<file path="src/rtl/avionics_pkg.sv">
// rtl/avionics_pkg.sv - shared avionics definitions for the byte/word memory paths
package avionics_pkg;

    typedef enum logic {
        WB_EMPTY   = 1'b0,
        WB_HAVE_LO = 1'b1
    } wb_state_e;

    localparam logic [7:0] WB_PAD_BYTE_DEFAULT = 8'h00;

    // Low byte first: the first byte of a pair lands in bits [7:0].
    function automatic logic [15:0] wb_pack_word(input logic [7:0] hi, input logic [7:0] lo);
        return {hi, lo};
    endfunction

endpackage

</file>
<file path="src/rtl/write_buffer_if.sv">
// rtl/write_buffer_if.sv - byte-in / word-write bundle of the write buffer
interface write_buffer_if #(
    parameter int CNT_W = 16
);
    logic             BYTE_VALID;
    logic [7:0]       BYTE_IN;
    logic             FLUSH;
    logic             WRITE_DONE;
    logic             BYTE_READY;
    logic             WRITE_CMD;
    logic [15:0]      DATA_WRITE;
    logic             OVERFLOW;
    logic [CNT_W-1:0] WORDS_WRITTEN;

    modport master (
        output BYTE_VALID, BYTE_IN, FLUSH, WRITE_DONE,
        input  BYTE_READY, WRITE_CMD, DATA_WRITE, OVERFLOW, WORDS_WRITTEN
    );

    modport slave (
        input  BYTE_VALID, BYTE_IN, FLUSH, WRITE_DONE,
        output BYTE_READY, WRITE_CMD, DATA_WRITE, OVERFLOW, WORDS_WRITTEN
    );
endinterface

</file>
<file path="src/rtl/write_buffer.sv">
// rtl/write_buffer.sv - packs byte pairs into 16-bit words and issues held write commands
module write_buffer
    import avionics_pkg::*;
#(
    parameter logic [7:0] PAD_BYTE = WB_PAD_BYTE_DEFAULT,
    parameter int         CNT_W    = 16
) (
    input  logic          CLK_48MHZ,
    input  logic          RESET,
    write_buffer_if.slave bus
);

    wb_state_e        state_q, state_d;
    logic [7:0]       lo_q, lo_d;
    logic             pending_q, pending_d;
    logic [15:0]      data_q, data_d;
    logic             flush_req_q, flush_req_d;
    logic             overflow_q, overflow_d;
    logic [CNT_W-1:0] count_q, count_d;

    logic      byte_ready;
    logic      accept;
    logic      stage_free;
    logic      load;
    logic [15:0] word;
    wb_state_e state_after_byte;

    // A second byte can only be refused when it would complete a word with nowhere to go.
    assign byte_ready = !(pending_q && (state_q == WB_HAVE_LO) && !bus.WRITE_DONE) && !flush_req_q;
    assign accept     = bus.BYTE_VALID && byte_ready;
    assign stage_free = !pending_q || bus.WRITE_DONE;

    always_comb begin
        state_d          = state_q;
        lo_d             = lo_q;
        pending_d        = pending_q;
        data_d           = data_q;
        flush_req_d      = flush_req_q;
        overflow_d       = overflow_q;
        count_d          = count_q;
        load             = 1'b0;
        word             = data_q;
        state_after_byte = state_q;

        if (accept) begin
            if (state_q == WB_EMPTY) begin
                lo_d             = bus.BYTE_IN;
                state_after_byte = WB_HAVE_LO;
            end else begin
                load             = 1'b1;
                word             = wb_pack_word(bus.BYTE_IN, lo_q);
                state_after_byte = WB_EMPTY;
            end
        end else if (bus.BYTE_VALID) begin
            overflow_d = 1'b1;
        end
        state_d = state_after_byte;

        // Flush acts on the state left after this cycle's byte, so a byte plus flush pads at once.
        if (bus.FLUSH && (state_after_byte == WB_HAVE_LO)) begin
            flush_req_d = 1'b1;
        end
        if (flush_req_d && (state_after_byte == WB_HAVE_LO) && stage_free && !load) begin
            load        = 1'b1;
            word        = wb_pack_word(PAD_BYTE, lo_d);
            state_d     = WB_EMPTY;
            flush_req_d = 1'b0;
        end

        if (bus.WRITE_DONE && pending_q) begin
            pending_d = 1'b0;
            count_d   = count_q + CNT_W'(1);
        end
        if (load) begin
            pending_d = 1'b1;
            data_d    = word;
        end
    end

    always_ff @(posedge CLK_48MHZ or negedge RESET) begin
        if (!RESET) begin
            state_q     <= WB_EMPTY;
            lo_q        <= 8'h00;
            pending_q   <= 1'b0;
            data_q      <= 16'h0000;
            flush_req_q <= 1'b0;
            overflow_q  <= 1'b0;
            count_q     <= '0;
        end else begin
            state_q     <= state_d;
            lo_q        <= lo_d;
            pending_q   <= pending_d;
            data_q      <= data_d;
            flush_req_q <= flush_req_d;
            overflow_q  <= overflow_d;
            count_q     <= count_d;
        end
    end

    assign bus.BYTE_READY    = byte_ready;
    assign bus.WRITE_CMD     = pending_q;
    assign bus.DATA_WRITE    = data_q;
    assign bus.OVERFLOW      = overflow_q;
    assign bus.WORDS_WRITTEN = count_q;

endmodule

</file>
<file path="src/flat_wrapper.sv">
// flat-port wrapper written by rule: the top's interface ports become plain ports
module write_buffer_flat import avionics_pkg::*;
#(
    parameter logic [7:0] PAD_BYTE = WB_PAD_BYTE_DEFAULT,
    parameter int         CNT_W    = 16
)
  (CLK_48MHZ, RESET, bus_BYTE_VALID, bus_BYTE_IN, bus_FLUSH, bus_WRITE_DONE, bus_BYTE_READY, bus_WRITE_CMD, bus_DATA_WRITE, bus_OVERFLOW, bus_WORDS_WRITTEN);
  write_buffer_if #(.CNT_W(CNT_W)) bus_i ();
  input  logic CLK_48MHZ;
  input  logic RESET;
  input wire logic [$bits(bus_i.BYTE_VALID)-1:0] bus_BYTE_VALID;
  input wire logic [$bits(bus_i.BYTE_IN)-1:0] bus_BYTE_IN;
  input wire logic [$bits(bus_i.FLUSH)-1:0] bus_FLUSH;
  input wire logic [$bits(bus_i.WRITE_DONE)-1:0] bus_WRITE_DONE;
  output wire logic [$bits(bus_i.BYTE_READY)-1:0] bus_BYTE_READY;
  output wire logic [$bits(bus_i.WRITE_CMD)-1:0] bus_WRITE_CMD;
  output wire logic [$bits(bus_i.DATA_WRITE)-1:0] bus_DATA_WRITE;
  output wire logic [$bits(bus_i.OVERFLOW)-1:0] bus_OVERFLOW;
  output wire logic [$bits(bus_i.WORDS_WRITTEN)-1:0] bus_WORDS_WRITTEN;
  assign bus_i.BYTE_VALID = bus_BYTE_VALID;
  assign bus_i.BYTE_IN = bus_BYTE_IN;
  assign bus_i.FLUSH = bus_FLUSH;
  assign bus_i.WRITE_DONE = bus_WRITE_DONE;
  assign bus_BYTE_READY = bus_i.BYTE_READY;
  assign bus_WRITE_CMD = bus_i.WRITE_CMD;
  assign bus_DATA_WRITE = bus_i.DATA_WRITE;
  assign bus_OVERFLOW = bus_i.OVERFLOW;
  assign bus_WORDS_WRITTEN = bus_i.WORDS_WRITTEN;
  write_buffer #(.PAD_BYTE(PAD_BYTE), .CNT_W(CNT_W)) u_core (.CLK_48MHZ(CLK_48MHZ), .RESET(RESET), .bus(bus_i));
endmodule
</file>
<file path="config.mk">
export PLATFORM = sky130hd
export DESIGN_NAME = write_buffer_flat
export DESIGN_NICKNAME = d
export VERILOG_FILES = /design/src/rtl/avionics_pkg.sv /design/src/rtl/write_buffer_if.sv /design/src/rtl/write_buffer.sv /design/src/flat_wrapper.sv
export SDC_FILE = /design/constraint.sdc
export NUM_CORES = 1
export LEC_CHECK = 0
export CORE_MARGIN = 10
export CORE_UTILIZATION = 45
export CTS_BUF_LIST = sky130_fd_sc_hd__clkbuf_4 sky130_fd_sc_hd__clkbuf_8
export DETAILED_ROUTE_END_ITERATION = 8
export PLACE_DENSITY_LB_ADDON = 0.25
export REMOVE_ABC_BUFFERS = 1
export SKIP_LAST_GASP = 1
export SLEW_MARGIN = 30
export SYNTH_ARGS = -nofsm -noshare
export SYNTH_HDL_FRONTEND = slang
export SYNTH_SLANG_ARGS = --single-unit
</file>
<file path="constraint.sdc">
create_clock -name CLK_48MHZ -period 2.1 [get_ports CLK_48MHZ]
set_input_delay 0.315 -clock CLK_48MHZ [delete_from_list [all_inputs] [get_ports CLK_48MHZ]]
set_output_delay 0.315 -clock CLK_48MHZ [all_outputs]
set_load 0.02 [all_outputs]
</file>
==> qor.txt <==
top-count cell post-synth -> dfrtp_1
Slew @ Worst Pin -> 519.8 ps
hold_buf cts -> 0
part of the cycle the worst path needs -> 0.9604
number of H-tree levels -> 2
initial antenna violation count -> 0
#FFs+latches synth -> 44
Fillers -> 292
crit path buf inv count -> 2
Final TNS setup -> 0 ps
Synth Area per Inst -> 13.39 um2
slowest CP cell -> clkdlybuf4s50_1
Seq/Total Area, Yosys -> 0.6003
Critical Path Max Stage Delay -> 600 ps
die height -> 83.85 um
# DRC -> 0
1st-pass router iterations -> 5
Worst setup startpoint -> u_core.bus.WRITE_CMD
Slew Limit Fails -> 0
crit path capture -> bus_BYTE_READY
synth unique cells -> 30
max_cap viols -> 0
WL per Instance -> 16.18 um
CTS tree -> done
outcome -> finished, violations left
top cell type's share of synthesized area -> 0.6003
Min Hold Slack -> -4.080 ps
dpl cells -> 250
Levels on crit path -> 4
Syn Inst Count -> 137
Synth top cells by count -> dfrtp_1, and2_1, xnor2_1, mux2_2
FF-to-FF path depth -> 9
first-pass GRT wire length -> 7362 um
Synth Cell Area -> 1834 um2
Worst EP required -> 1780 ps
worst r2r src -> u_core.bus.WRITE_CMD
skew final -> 7.766 ps
Root Driver -> clkbuf_8
Worst Path Max Fanout -> 2
Setup violations, final -> 0
synth warn -> 0
Synth area leader -> dfrtp_1
Finished Cell Area -> 2694 um2
cell family with most CP delay -> buffers and inverters
Pwr Density -> 1304 nW/um2
power consumption -> 3.513 mW
Clock Sinks -> 44
Crit Reg-Reg Endpoint -> u_core.bus.DATA_WRITE[0]
Final Util -> 0.6783
routability cong. -> 0.8392
detailed placement HPWL -> 3211 um
placed cell area -> 2485 um2
Post-Synth XOR/XNOR Area -> 0.07162
# IOs -> 48
Die Footprint -> 7030 um2
initial core utilization -> 0.4619
multiplexer share of the synthesized area -> 0.05525
pin count of the biggest net entering global routing -> 25
core footprint -> 3971 um2
final wirelength -> 4303 um
CTS buffer count -> 5
post-route ant nets -> 0
DR vias -> 1388
max_slew headroom -> 0.6535
top_reg_cell synth -> dfrtp_1
Synth area leaders -> dfrtp_1, mux2_2, xnor2_1
pre-CTS setup slack -> -614.6 ps
main combinational cell family by area after synthesis -> simple AND/OR/NAND/NOR gates
CP Class -> reg -> out
Lkg Pwr -> 1.206 nW
die outline width -> 83.85 um
total global routing overflow -> 0
Final min period -> 2017 ps
clock buffer depth -> 2
worst hold path class -> in -> async
clock-pin slew on the worst setup and hold paths -> 80 ps
Final Non-Filler Cells -> 266
CP Launch Type -> flip-flop
Max rail drop VDD -> 602.8 uV
Synth Area in Compound Gates -> 0.09413
Nets -> 230
Setup crit end kind -> output port
CP arrival -> 1700 ps
vias in the first global route -> 1529
fin worst setup slack -> 83.22 ps
failing checks -> hold timing
Simple-Gate Fraction of Synth Area -> 0.1521
Post-synth EDFFs -> 0
Max Freq -> 495.8 MHz
Fin. Hold Viols -> 10
GRT Total Usage -> 0.1237
area grow syn2layout -> 46.86%
r2r setup slk -> 90 ps
input/output buffers -> 47
Iteration-0 DRC Markers -> 80
adder-cell share of the synthesized area -> 0.01364
layout cells sized above 1 -> 0.2593
CP cell instances -> nor2b_4 > a21oi_2 > buf_4 > clkdlybuf4s50_1
via density per instance -> 5.218
clock network latency to the later pin of the worst-skew pair -> 290 ps
num rows -> 23
Synth async-reset ratio -> 1.000
# diodes -> 0
-- worst register-to-register path, stage by stage, from the launching register on --
cell and delay [ps]:
dfrtp_1 360, nor2b_4 170, a21oi_2 70, and2_4 150
ha_4 260, o21ai_2 90, nor3_4 240, nor2_4 50
buf_4 170, a221o_1 340
-- power breakdown --
| group | total [mW] | leakage [nW] | switching [mW] | internal [mW] |
|---|---|---|---|---|
| clock | 0.547 | 0.0479 | 0.267 | 0.280 |
| combinational | 1.67 | 0.594 | 0.758 | 0.915 |
| sequential | 1.29 | 0.564 | 0.184 | 1.11 |
-- state kept, by name (all words and copies together) (netlist names) --
name                      count
u_core.bus.WRITE_CMD          1
u_core.lo_q                   8
u_core.bus.DATA_WRITE        16
u_core.flush_req_q            1
u_core.state_q                1
u_core.bus.OVERFLOW           1
u_core.bus.WORDS_WRITTEN     16
-- kinds of logic (layout without fill, tap and decap cells) --
| logic type | count (synthesis) | count (layout) |
|---|---|---|
| AOI/OAI and AO/OA | 20 | 20 |
| buffers and inverters | 4 | 83 |
| muxes | 9 | 9 |
| and+or+nand+nor | 43 | 43 |
| DFF | 44 | 44 |
| xor gates and xnor gates | 15 | 15 |
| adders and majority gates | 2 | 2 |
-- how the worst min path moves through the flow --
stage / depth (start not counted) / endpoint / slack (ps) / start
2_1_floorplan: 0 / u_core.bus.DATA_WRITE[0] / 20 / RESET
3_3_place_gp: 1 / u_core.bus.WORDS_WRITTEN[12] / 310 / RESET
3_5_place_dp: 1 / u_core.bus.WORDS_WRITTEN[12] / 330 / RESET
4_1_cts: 1 / u_core.bus.OVERFLOW / 10 / RESET
5_1_grt: 1 / u_core.lo_q[5] / 30 / RESET
6_report: 1 / u_core.bus.OVERFLOW / -4 / RESET
-- cell type report --
| class | instances | area (um2) | area share |
|---|---|---|---|
| multi-input combinational | 89 | 762.0 | 0.2829 |
| tap | 50 | 62.56 | 0.02322 |
| clock buffer | 7 | 90.09 | 0.03344 |
| inverter | 1 | 3.754 | 0.001393 |
| sequential | 44 | 1101 | 0.4087 |
| clock inverter | 1 | 7.507 | 0.002787 |
| timing repair buffer | 74 | 666.9 | 0.2476 |
-- cell usage in the layout (no fill, tap or decap), drive strengths merged, types with 2 or more instances in the layout --
cell / instances
clkdlybuf4s50: 45
dfrtp: 44
buf: 28
xnor2: 10
and2: 10
mux2: 9
a22o: 8
a221o: 8
nand2: 7
clkbuf: 7
nand3: 5
xor2: 5
and4: 4
nor2: 4
and3: 2
nand4: 2
a21oi: 2
nor3: 2
nor4: 2
ha: 2
-- per-layer routing --
layer | vias to the layer above | global-route usage | share of wire | wire [um]
met5 | - | 0 | 0 | 0
met4 | 0 | 0.03349 | 0.0042 | 18
met3 | 2 | 0.04199 | 0.060 | 257
met2 | 31 | 0.2125 | 0.52 | 2232
met1 | 695 | 0.1422 | 0.42 | 1794
li1 | 660 | - | - | -
-- what timing repair did --
item,in CTS,in global routing
gates cloned,0,0
buffers inserted,8,0
pin swaps,5,2
resized for setup,11,2
endpoints found under the hold margin,0,0
setup endpoints to repair,17,14
Power figures use the tool's default switching activity.
==> RTL edit 1 (same settings) <==
`CNT_W` is set to 16 in 3 places; all go to 12.
--- a/src/rtl/write_buffer_if.sv
+++ b/src/rtl/write_buffer_if.sv
@@ -1,6 +1,6 @@
 // rtl/write_buffer_if.sv - byte-in / word-write bundle of the write buffer
 interface write_buffer_if #(
-    parameter int CNT_W = 16
+    parameter int CNT_W = 12
 );
     logic             BYTE_VALID;
     logic [7:0]       BYTE_IN;
--- a/src/rtl/write_buffer.sv
+++ b/src/rtl/write_buffer.sv
@@ -3,7 +3,7 @@
     import avionics_pkg::*;
 #(
     parameter logic [7:0] PAD_BYTE = WB_PAD_BYTE_DEFAULT,
-    parameter int         CNT_W    = 16
+    parameter int         CNT_W    = 12
 ) (
     input  logic          CLK_48MHZ,
     input  logic          RESET,
--- a/src/flat_wrapper.sv
+++ b/src/flat_wrapper.sv
@@ -2,7 +2,7 @@
 module write_buffer_flat import avionics_pkg::*;
 #(
     parameter logic [7:0] PAD_BYTE = WB_PAD_BYTE_DEFAULT,
-    parameter int         CNT_W    = 16
+    parameter int         CNT_W    = 12
 )
   (CLK_48MHZ, RESET, bus_BYTE_VALID, bus_BYTE_IN, bus_FLUSH, bus_WRITE_DONE, bus_BYTE_READY, bus_WRITE_CMD, bus_DATA_WRITE, bus_OVERFLOW, bus_WORDS_WRITTEN);
   write_buffer_if #(.CNT_W(CNT_W)) bus_i ();
Interface: changed (resized bus_WORDS_WRITTEN); port bits go from 48 to 44. The function was not compared with the original's and may differ.
==> RTL edit 1 against the original RTL <==
- core utilization is 0.66 points higher
- synthesized area is 7.9% lower
- cell area is 7.6% lower
- sequential power is 4% lower
- cell count is 6.8% lower
- synthesized cell count is 6.6% lower
- sequential cell count is 4 lower
- power is 0.71% higher
- worst setup slack worse by 0.044 ns
- maximum frequency is 2.1% lower
- first-iteration DRC count is 38% higher
- routed wire length is 3.0% lower
- critical path type is now reg -> reg
- critical endpoint is now u_core.bus.DATA_WRITE[7]
- largest power group unchanged
==> RTL edit 1: results (changes against the original RTL) <==
* Xor/xnor share of the synthesized area at 5.704% (was 7.162%)
* Rel. slew slack at 43.34% (was 65.35%)
* Placed cells at 232 (was 250)
* Synth cell count leaders: dfrtp_1 (40), and2_1 (9), mux2_2 (9) (was dfrtp_1 (44), and2_1 (10), xnor2_1 (10))
* Synthesized area per cell at 13.20 µm² (was 13.39 µm²)
* Yosys cell types at 31 (was 30)
* Arrival @ worst endpoint at 2.24 ns (was 1.70 ns)
* CP endpoint: u_core.bus.DATA_WRITE[7] (was bus_BYTE_READY)
* Synth Area in Adders at 1.481% (was 1.364%)
* Run status: complete, no violations (was complete, but fails checks)
* Slowest-stage cell, CP: dfrtp_1 (was clkdlybuf4s50_1)
* Multiplexer share of the synthesized area at 6.000% (was 5.525%)
* Wire length per cell at 16.83 µm (was 16.18 µm)
* Register share of the cell area at 40.22% (was 40.87%)
* Buffering overhead at 24.59% (was 24.76%)
* Fill cells at 276 (was 292)
* Compound-Gate Fraction of Synth Area at 10.22% (was 9.413%)
* Total global-route track usage at 12.53% (was 12.37%)
* CP max FO at 4 (was 2)
* Minimum clock period at 2.060 ns (was 2.017 ns)
* Worst reg2reg setup slack at 0.04 ns (was 0.09 ns)
* FFs & Latches at 40 (was 44)
* Final #Nets at 214 (was 230)
* Clk tree area frac at 4.475% (was 3.623%)
* Comb_multi_in at 83 (was 89)
* Sequential cell area fraction in the yosys report at 59.26% (was 60.03%)
* Clk_skew at 0.004719 ns (was 0.007766 ns)
* Static Leak at 1.108 nW (was 1.206 nW)
* Internal Power at 2.308 mW (was 2.305 mW)
* Crit path max-delay family: simple AND/OR/NAND/NOR gates (was buffers and inverters)
* Final GP Congestion at 0.7390 (was 0.8392)
* Place WS at -0.5208 ns (was -0.6146 ns)
* Worst vdd ir at 802.5 µV (was 602.8 µV)
* Port Buf Inserts at 43 (was 47)
* DPL Wire Length at 2.961 mm (was 3.211 mm)
* Largest net degree at the start of global routing at 41 (was 25)
[RTL edit 1: changes by cell type after synthesis, sizes merged, moves of 2 or more]
cell,before,now
and3,2,0
nor2,4,6
and4,4,2
xnor2,10,6
dfrtp,44,40
[RTL edit 1: per-layer routing]
layer / share of wire [%] / GRT usage [%] / up-vias / wire, µm
met5: 0 / 0 / - / 0
met4: 2.6 / 6.228 / 0 / 109
met3: 6.7 / 5.629 / 10 / 281
met2: 51 / 19.83 / 28 / 2125
met1: 40 / 14.03 / 632 / 1657
li1: - / - / 601 / -
[RTL edit 1: repair_timing]
item | 4_1_cts | 5_1_grt
setup endpoints to repair | 17 | 15
setup buffers | 1 | 7
resized for setup | 3 | 8
pin swaps | 1 | 4
[RTL edit 1: metrics by stage]
step	cell area, µm²	power (mW)	hold slack [ns]
floorplan	1664	1.976	0.01941
global placement	2277	2.652	0.4582
detailed placement	2277	2.721	0.4579
CTS	2401	3.369	0.1389
global route	2489	3.741	0.1803
finish	2489	3.538	0.1207
==> RTL edit 2 (config.mk and constraints unchanged) <==
Made on the original files. Take the reset off `lo_q` and load it in a clocked block of its own.
--- a/src/rtl/write_buffer.sv
+++ b/src/rtl/write_buffer.sv
@@ -80,7 +80,6 @@
     always_ff @(posedge CLK_48MHZ or negedge RESET) begin
         if (!RESET) begin
             state_q     <= WB_EMPTY;
-            lo_q        <= 8'h00;
             pending_q   <= 1'b0;
             data_q      <= 16'h0000;
             flush_req_q <= 1'b0;
@@ -88,13 +87,16 @@
             count_q     <= '0;
         end else begin
             state_q     <= state_d;
-            lo_q        <= lo_d;
             pending_q   <= pending_d;
             data_q      <= data_d;
             flush_req_q <= flush_req_d;
             overflow_q  <= overflow_d;
             count_q     <= count_d;
         end
+    end
+
+    always_ff @(posedge CLK_48MHZ) begin
+        lo_q <= lo_d;
     end
 
     assign bus.BYTE_READY    = byte_ready;
Formal check against the unedited RTL: same outputs for any inputs over 10 cycles, from zero or initial values and one cycle with RESET low; that may be too few to reach the edited logic, so the function may still have changed.
==> RTL edit 2 against the original RTL <==
- sequential cell count is the same
- power shrank 1.6%
- cell count shrank 0.38%
- sequential share of layout area shrank 0.96 points
- routed wire length shrank 1.7%
- combinational power shrank 3%
- maximum frequency shrank 0.26%
- synthesized area shrank 2.2%
- cell area shrank 1.2%
- non-clock buffer count is the same
- clock skew grew 0.0011 ns
- count of clock-buffer cells in the layout is the same
- worst setup slack lost 0.0052 ns
- largest power group unchanged
==> RTL edit 2: results (changes against the original RTL) <==
* Run status: complete, no violations (was complete, but fails checks)
* Met1 usage in global routing at 14.45% (was 14.22%)
* Vias in the first global route at 1469 (was 1529)
* Largest net degree at the start of global routing at 37 (was 25)
* Wire length per cell at 15.97 µm (was 16.18 µm)
* Final GP Congestion at 0.8344 (was 0.8392)
* Fraction of layout cells with a size suffix above 1 at 26.73% (was 25.93%)
* Non-Filler Instances at 265 (was 266)
* Slowest-stage cell, CP: dfrtp_1 (was clkdlybuf4s50_1)
* CP max FO at 6 (was 2)
* Static Leak at 1.193 nW (was 1.206 nW)
* Comb_multi_in at 90 (was 89)
* Final #Nets at 231 (was 230)
* First-pass GRT wire length at 7.286 mm (was 7.362 mm)
* CP max stage delay at 0.39 ns (was 0.60 ns)
* Worst vdd ir at 740.9 µV (was 602.8 µV)
* Drt via density at 5.211 (was 5.218)
* Number of post-CTS setup repair buffers at 6 (was 8)
* Drt initial violations at 71 (was 80)
* Multi-input combinational area share at 29.06% (was 28.29%)
* Total global-route track usage at 12.64% (was 12.37%)
* Buffering overhead at 25.29% (was 24.76%)
* Final instance area at 0.002661 mm² (was 0.002694 mm²)
* Synth area leaders: dfrtp_1 (50%), dfxtp_1 (8.9%), mux2_2 (5.6%) (was dfrtp_1 (60%), mux2_2 (5.5%), xnor2_1 (4.8%))
* Hold WS at 0.1086 ns (was -0.004080 ns)
* Synth cell count leaders: dfrtp_1 (36), and2_1 (10), xnor2_1 (10) (was dfrtp_1 (44), and2_1 (10), xnor2_1 (10))
## RTL edit 2: worst reg2reg max path: stages, from the launching register on
cell,delay (ns)
dfrtp_1,0.39
nor2b_4,0.13
a21oi_2,0.13
and2_4,0.17
ha_4,0.19
o21ai_2,0.12
buf_4,0.18
nor4b_4,0.04
buf_4,0.15
and2_1,0.15
a221o_1,0.25
## RTL edit 2: how the worst max path moves through the flow
stage / slack [ns] / depth (start not counted) / end / startpoint
3_3_place_gp: -0.50 / 10 / u_core.bus.DATA_WRITE[3] / bus_WRITE_DONE
4_1_cts: 0.02 / 9 / u_core.bus.DATA_WRITE[1] / u_core.bus.WRITE_CMD
5_1_grt: -0.01 / 10 / u_core.bus.DATA_WRITE[1] / u_core.bus.WRITE_CMD
6_report: 0.08 / 10 / u_core.bus.DATA_WRITE[3] / u_core.bus.WRITE_CMD
3_5_place_dp: -0.61 / 10 / u_core.bus.DATA_WRITE[2] / bus_WRITE_DONE
2_1_floorplan: -0.50 / 8 / u_core.bus.DATA_WRITE[0] / u_core.bus.WRITE_CMD
## RTL edit 2: layer usage
metal,share of wire (%),vias up
li1,-,662
met1,42,688
met2,51,29
met3,6.3,2
met4,0.59,0
met5,0,-
## RTL edit 2: cell families (layout without fill, tap and decap cells)
logic type / after synthesis / count (layout) / share of synthesized area [%]
buffers and inverters: 4 / 83 / 1.324
DFF: 44 / 44 / 59.13
adders and majority gates: 2 / 2 / 1.394
AOI/OAI and AO/OA: 20 / 20 / 9.624
muxes: 9 / 9 / 5.649
xor gates and xnor gates: 15 / 15 / 7.322
and+or+nand+nor: 43 / 44 / 15.55
## RTL edit 2: power by group
| part | internal [mW] | switching (mW) |
|---|---|---|
| combinational | 0.894 | 0.728 |
| sequential | 1.11 | 0.199 |
| clock | 0.259 | 0.264 |
